[config.mk]
export PLATFORM = sky130hd
export DESIGN_NAME = alu_seq_ctrl
export DESIGN_NICKNAME = d
export VERILOG_FILES = /design/src/rtl/alu_seq_pkg.sv /design/src/rtl/alu_seq_ctrl.sv
export SDC_FILE = /design/constraint.sdc
export NUM_CORES = 1
export LEC_CHECK = 0
export CORE_ASPECT_RATIO = 2
export CORE_UTILIZATION = 48
export CTS_CLUSTER_SIZE = 40
export DETAILED_ROUTE_END_ITERATION = 12
export PLACE_DENSITY = 0.79
export SLEW_MARGIN = 30
export SYNTH_ARGS = -nofsm -noshare
export SYNTH_HDL_FRONTEND = slang
export SYNTH_SLANG_ARGS = --single-unit
[constraint.sdc]
create_clock -name clk -period 3.36 [get_ports clk]
set_input_delay 0.84 -clock clk [delete_from_list [all_inputs] [get_ports clk]]
set_output_delay 0.84 -clock clk [all_outputs]
set_load 0.1 [all_outputs]
[src/rtl/alu_seq_pkg.sv]
// Shared types and constants for the ALU sequencer controller.
package alu_seq_pkg;

    localparam int unsigned COUNT_W   = 16;
    localparam int unsigned NUM_REGS  = 32;
    localparam int unsigned REG_IDX_W = $clog2(NUM_REGS);
    localparam logic [31:0] PC_STEP   = 32'd4;

    typedef enum logic [2:0] {
        IDLE,
        FETCH,
        EXEC,
        DUMP,
        DONE
    } state_e;

    // Retired-instruction counter sticks at all-ones instead of wrapping.
    function automatic logic [COUNT_W-1:0] sat_inc(input logic [COUNT_W-1:0] v);
        return (v == {COUNT_W{1'b1}}) ? v : v + COUNT_W'(1);
    endfunction

endpackage

[src/rtl/alu_seq_ctrl.sv]
// Fetch/execute sequencer for a single-cycle ALU datapath with an optional
// post-run register dump, compiled in by defining ALU_SEQ_DUMP_EN.
module alu_seq_ctrl
    import alu_seq_pkg::*;
(
    input  logic               clk,
    input  logic               reset,
    input  logic               start,
    input  logic [COUNT_W-1:0] num_instr,
    output logic [31:0]        imem_addr,
    input  logic [31:0]        imem_rdata,
    input  logic               imem_valid,
    output logic [31:0]        instr,
    input  logic               dec_we,
    output logic               we,
    output logic               sel,
    output logic [4:0]         dump_rs1,
    output logic               dump_valid,
    output logic               busy,
    output logic               done,
    output logic [COUNT_W-1:0] instr_count
);

`ifdef ALU_SEQ_DUMP_EN
    localparam state_e RUN_END = DUMP;
`else
    localparam state_e RUN_END = DONE;
`endif

    state_e             state_q, state_d;
    logic [31:0]        pc_q, pc_d;
    logic [31:0]        instr_q;
    logic [COUNT_W-1:0] count_q, count_d;
    logic [COUNT_W-1:0] numInstr_q;
    logic               busy_q, done_q;

`ifdef ALU_SEQ_DUMP_EN
    logic                 sel_q, dumpValid_q;
    logic [REG_IDX_W-1:0] dumpRs1_q;
`endif

    assign pc_d    = pc_q + PC_STEP;
    assign count_d = sat_inc(count_q);

    always_comb begin
        state_d = state_q;
        unique case (state_q)
            IDLE:  if (start) state_d = (num_instr != '0) ? FETCH : RUN_END;
            FETCH: if (imem_valid) state_d = EXEC;
            EXEC:  state_d = (count_d == numInstr_q) ? RUN_END : FETCH;
`ifdef ALU_SEQ_DUMP_EN
            DUMP:  if (dumpRs1_q == REG_IDX_W'(NUM_REGS - 1)) state_d = DONE;
`endif
            DONE:  if (!start) state_d = IDLE;
            default: state_d = IDLE;
        endcase
    end

    // Status outputs are registered from the next state so they line up with state_q.
    always_ff @(posedge clk) begin
        if (reset) begin
            state_q    <= IDLE;
            pc_q       <= '0;
            instr_q    <= '0;
            count_q    <= '0;
            numInstr_q <= '0;
            busy_q     <= 1'b0;
            done_q     <= 1'b0;
        end else begin
            state_q <= state_d;
            busy_q  <= (state_d == FETCH) || (state_d == EXEC) || (state_d == DUMP);
            done_q  <= (state_d == DONE);
            if ((state_q == IDLE) && start) begin
                pc_q       <= '0;
                count_q    <= '0;
                numInstr_q <= num_instr;
            end
            if ((state_q == FETCH) && imem_valid) begin
                instr_q <= imem_rdata;
            end
            if (state_q == EXEC) begin
                pc_q    <= pc_d;
                count_q <= count_d;
            end
        end
    end

`ifdef ALU_SEQ_DUMP_EN
    always_ff @(posedge clk) begin
        if (reset) begin
            sel_q       <= 1'b1;
            dumpValid_q <= 1'b0;
            dumpRs1_q   <= '0;
        end else begin
            sel_q       <= (state_d != DUMP);
            dumpValid_q <= (state_d == DUMP);
            if (state_q == DUMP) begin
                dumpRs1_q <= dumpRs1_q + REG_IDX_W'(1);
            end
        end
    end

    assign sel        = sel_q;
    assign dump_valid = dumpValid_q;
    assign dump_rs1   = dumpRs1_q;
`else
    assign sel        = 1'b1;
    assign dump_valid = 1'b0;
    assign dump_rs1   = '0;
`endif

    // Decoder write request passes straight through in EXEC; a concurrent reset kills it.
    assign we          = (state_q == EXEC) && dec_we && !reset;
    assign imem_addr   = pc_q;
    assign instr       = instr_q;
    assign busy        = busy_q;
    assign done        = done_q;
    assign instr_count = count_q;

endmodule

# Yosys cells after proc, flatten, opt, wreduce, memory -nomap -nowiden
# Cells that the tools add are included.
dict set report classes {
  n_eq_ne 9
  bitwise 0
  n_shift 0
  magnitude_cmp 0
  n_mux 11
  div 0
  n_reduce_logical 10
  add_sub_neg 2
  n_mul 0
}
# operator count
set ops {}
lappend ops {{$mux 32} 2}
lappend ops {{$mux 16} 3}
lappend ops {{$add 32x3->32 const B} 1}
lappend ops {{$add 16x1->16 const B} 1}
lappend ops {{$eq 16x16->1} 1}
lappend ops {{$eq 16x16->1 const B} 1}
lappend ops {{$reduce_bool 16->1} 1}
lappend ops {{$mux 3} 5}
lappend ops {{$pmux 3 s4} 1}
lappend ops {{$eq 3x2->1 const B} 3}
lappend ops {{$eq 3x1->1 const B} 2}
lappend ops {{$eq 3x3->1 const B} 2}
lappend ops {{$logic_and 1x1->1} 4}
lappend ops {{$logic_not 3->1} 1}
lappend ops {{$logic_or 1x1->1} 2}
lappend ops {{$reduce_bool 2->1} 1}
lappend ops {{$logic_not 1->1} 1}
dict set report totals {
  in_bits 53
  word_cells 39
  romBits 0
  output_inout_bits 90
  ramBits 0
  latch_bits 0
  register_bits 101
  mem_count 0
}

# Depth between registers and ports, before layout
dict set report depth {
  ltp_word 8
  mapped_depth 10
  depth_no_buf 8
}

# Least setup slack after synthesis
# OpenSTA, ideal clock, no wires.
dict set report synth_timing {
  path_kind {in2out}
  start {input reset}
  end {output we}
  path_buffers 2
  required_time_ns 2.520
  slack_ns -0.866
  arrival_time_ns 3.386
  stages 3
  path_cell_list {buf_6 clkbuf_1 nor3b_1}
}
dict set report synth_between {
  elab_chain_cells 2
}
# item line
set synth_lines {}
lappend synth_lines {{start: declaration} alu_seq_ctrl.sv:7} ;# input logic reset,
lappend synth_lines {{$logic_not 1->1} alu_seq_ctrl.sv:113} ;# assign we = (state_q == EXEC) && dec_we && !reset;
lappend synth_lines {{$logic_and 1x1->1} alu_seq_ctrl.sv:113}
lappend synth_lines {{end: declaration} alu_seq_ctrl.sv:15} ;# output logic we,
# Every way passes these cells.

# Worst setup path in the final report
dict set report layout_timing {
  start {register count_q[0] (netlist: instr_count[0])}
  end {register busy_q (netlist: busy)}
}
dict set report layout_between {
  elab_chain_cells 8
}
# item line
set layout_lines {}
lappend layout_lines {{start: declaration} alu_seq_ctrl.sv:33} ;# logic [COUNT_W-1:0] count_q, count_d;
lappend layout_lines {{start signal: assignment} alu_seq_ctrl.sv:83} ;# count_q <= count_d;
lappend layout_lines {{$add 16x1->16 / $eq 16x16->1 (equally long branches)} alu_seq_pkg.sv:19} ;# return (v == {COUNT_W{1'b1}}) ? v : v + COUNT_W'(1);
lappend layout_lines {{$mux 16 (*)} alu_seq_pkg.sv:19}
lappend layout_lines {{$eq 16x16->1 (*)} alu_seq_ctrl.sv:50} ;# EXEC: state_d = (count_d == numInstr_q) ? RUN_END : FETCH;
lappend layout_lines {{$mux 3 (*)} alu_seq_ctrl.sv:50}
lappend layout_lines {{$pmux 3 s4 (*)} alu_seq_ctrl.sv:47} ;# unique case (state_q)
lappend layout_lines {{$eq 3x1->1 / $eq 3x2->1 (equally long branches)} alu_seq_ctrl.sv:71} ;# busy_q <= (state_d == FETCH) || (state_d == EXEC) || (state_d == DUMP);
lappend layout_lines {{$logic_or 1x1->1} alu_seq_ctrl.sv:71}
lappend layout_lines {{$logic_or 1x1->1 (*)} alu_seq_ctrl.sv:71}
lappend layout_lines {{end signal: assignment} alu_seq_ctrl.sv:71}
lappend layout_lines {{end: declaration} alu_seq_ctrl.sv:35} ;# logic busy_q, done_q;
# Mark *: on every way between the ends. The rest lies on a longest branch, timed or not.
# A chain may end at the register's enable or synchronous reset.

==> results.sh <==
export IMPL_period_share=0.9035
export IMPL_cts_buffers=9
export IMPL_drive_gt1_frac=0.1766
export IMPL_io_buffers=133
export IMPL_die_area_sq_um=10680
export IMPL_grt_pass1_wl_um=24850
export IMPL_hold_viol_final=0
export IMPL_slowest_stage="a2111oi_0"
export IMPL_gp_congestion=0.9820
export IMPL_outcome="finished clean"
export IMPL_ctsHoldBuffers=0
export IMPL_critPathKind="reg2reg"
export IMPL_start_kind="flip-flop"
export IMPL_final_cell_mix="130 x nand2_1, 99 x dfxtp_1, 99 x buf_4"
export IMPL_ir_drop_v=0.0004428
export IMPL_avgSynthCellArea_sq_um=7.756
export IMPL_tightest_slew_ps=614.3
export IMPL_finalCoreUtilization=0.6497
export IMPL_rsz0062_at_grt="no"
export IMPL_layout_min_cycle_time_ps=3036
export IMPL_cts_path_max_buffers=2
export IMPL_grt_usage=0.3048
export IMPL_drc=0
export IMPL_die_w_um=73.57
export IMPL_grt_pass1_vias=4943
export IMPL_wl_per_cell_um=17.71
export IMPL_mappedNetlistArea_sq_um=4917
export IMPL_htreeDepth=3
export IMPL_fin_skew_ps=8.889
export IMPL_grt_overflow_total=0
export IMPL_cts_sinks=99
export IMPL_crit_fanout=12
export IMPL_initial_core_util=0.5004
export IMPL_critPathRequiredTime_ps=3570
export IMPL_slowest_delay_ps=480
export IMPL_insertion_delay_ps=350
export IMPL_rows=51
export IMPL_synth_cell_types=55
export IMPL_clkSlewWorstSetupHoldPaths_ps=70
export IMPL_cpMostUsedCell="o41ai_1"
export IMPL_hold_path_class="reg2reg"
export IMPL_cap_violations=0
export IMPL_cts_tree="done"
export IMPL_finalSetupViolations=0
export IMPL_async_reset_ff_frac=0
export IMPL_fin_tns_setup_ps=0
export IMPL_synth_seq_cells=99
export IMPL_antenna_found_initial=1
export IMPL_antennaDiodeCount=0
export IMPL_syn_to_final_growth_pct=29.85
export IMPL_ioPinCount=143
export IMPL_max_freq_ghz=0.3294
export IMPL_ys_seq_area_frac=0.4031
export IMPL_p_leak_nw=2.417
export IMPL_synth_cells=634
export IMPL_drv_slew=0
export IMPL_setup_worst_path_end_class="flip-flop"
export IMPL_cts_root_buf="clkbuf_16"
export IMPL_path_cells="ha_1, nand3_2, o41ai_1, o311ai_0, a2111oi_0, buf_4, nand4_1, o31ai_2, o41ai_1"
export IMPL_vias=5097
export IMPL_synth_ff_type="dfxtp_1"
export IMPL_power_density_nw_per_um2=438.1
export IMPL_cts_resized_gates=0
export IMPL_yosys_warnings=0
export IMPL_first_iter_violations=407
export IMPL_first_pass_iters=6
export IMPL_synth_edff_count=0
export IMPL_wirelength_um=15680
export IMPL_critical_path_arrival_ps=3250
export IMPL_drtAntennaViolNets=0
export IMPL_layout_commonest_cell="nand2_1"
export IMPL_relSlewSlack=0.5867
export IMPL_core_area_sq_um=9827
export IMPL_final_nets=803
export IMPL_vias_per_cell=5.759
export IMPL_grt_start_max_net_pins=52
export IMPL_die_h_um=145.1
export IMPL_post_cts_buffers=0
export IMPL_hpwl_um=11770
-- worst max-delay path: cells and delay by family (launching register included) --
| kind | cells | cell delay, ps |
|---|---|---|
| flops | 1 | 470 |
| simple gates | 2 | 410 |
| buf+inv | 1 | 200 |
| fa+ha+maj | 1 | 340 |
| compound gates | 5 | 1490 |
-- report_power, final --
group,leakage [nW],switching [mW],internal (mW)
clock,0.154,0.459,0.661
sequential,0.803,0.0273,1.21
combinational,1.46,0.315,0.130
total,2.42,0.801,2.00
-- flip-flops by register name, summed over array words and instances (netlist names) --
register	flops
state_q	3
imem_addr	30
instr	32
numInstr_q	16
instr_count	16
done	1
busy	1
-- through the flow --
step	setup slack [ps]	instances	total power, mW	hold slack (ps)	instance area [sq um]
floorplan	122.9	641	1.562	447.8	4949
global placement	525.9	869	1.696	442.5	6062
detailed placement	414.8	869	1.703	447.1	6062
CTS	358.7	885	2.807	457.1	6385
global route	52.85	885	2.886	473.8	6385
finish	324.3	885	2.797	456.0	6385
-- final cells by class --
type                       instances  area (sq um)
fill                             890          3442
sequential                        99          1982
multi-input combinational        479          2610
timing repair buffer             152          1279
clock buffer                      10         229.0
inverter                           7         26.28
clock inverter                     6         93.84
tap                              132         165.2
-- kinds of logic (layout without fill, tap and decap cells) --
kind of cell,count (synthesis),after routing,share of synthesized area
other cells,2,9,0.001527
buf+inv,63,175,0.07252
simple gates,291,291,0.2845
fa+ha+maj,2,2,0.005088
compound gates,151,151,0.1840
mux,8,8,0.01730
flops,99,99,0.4031
xor+xnor,18,18,0.03206
-- routing by layer --
layer	global-route usage	part of all wire
met5	0	0.00096
met4	0.1933	0.061
met3	0.05139	0.044
met2	0.5477	0.55
met1	0.3087	0.34
-- synthesized netlist by cell type, drive strengths merged (4+ instances only) --
cell type,number,area share
a21oi,80,0.081
a311oi,11,0.020
a31oi,11,0.014
and3,14,0.018
and4,8,0.015
buf,26,0.042
clkbuf,30,0.025
dfxtp,99,0.40
inv,7,0.0053
mux2,4,0.0092
mux2i,4,0.0081
nand2,130,0.099
nand3,30,0.032
nand4,17,0.026
nor2,46,0.035
nor3,12,0.012
nor4,11,0.015
o211ai,6,0.0092
o21ai,20,0.020
o41ai,4,0.0071
or2,5,0.0064
or3,8,0.010
xnor2,13,0.023
xor2,5,0.0089
-- path summary, 6_finish.rpt --
path | from | endpoint | slack, ps | cells past startpoint
hold / removal | instr[4] | instr[4] | 460 | 2
setup reg to reg | instr_count[0] | busy | 320 | 9
setup / recovery | instr_count[0] | busy | 320 | 9
hold reg to reg | instr[4] | instr[4] | 460 | 2
No activity file was read; power rests on OpenSTA's default activity.
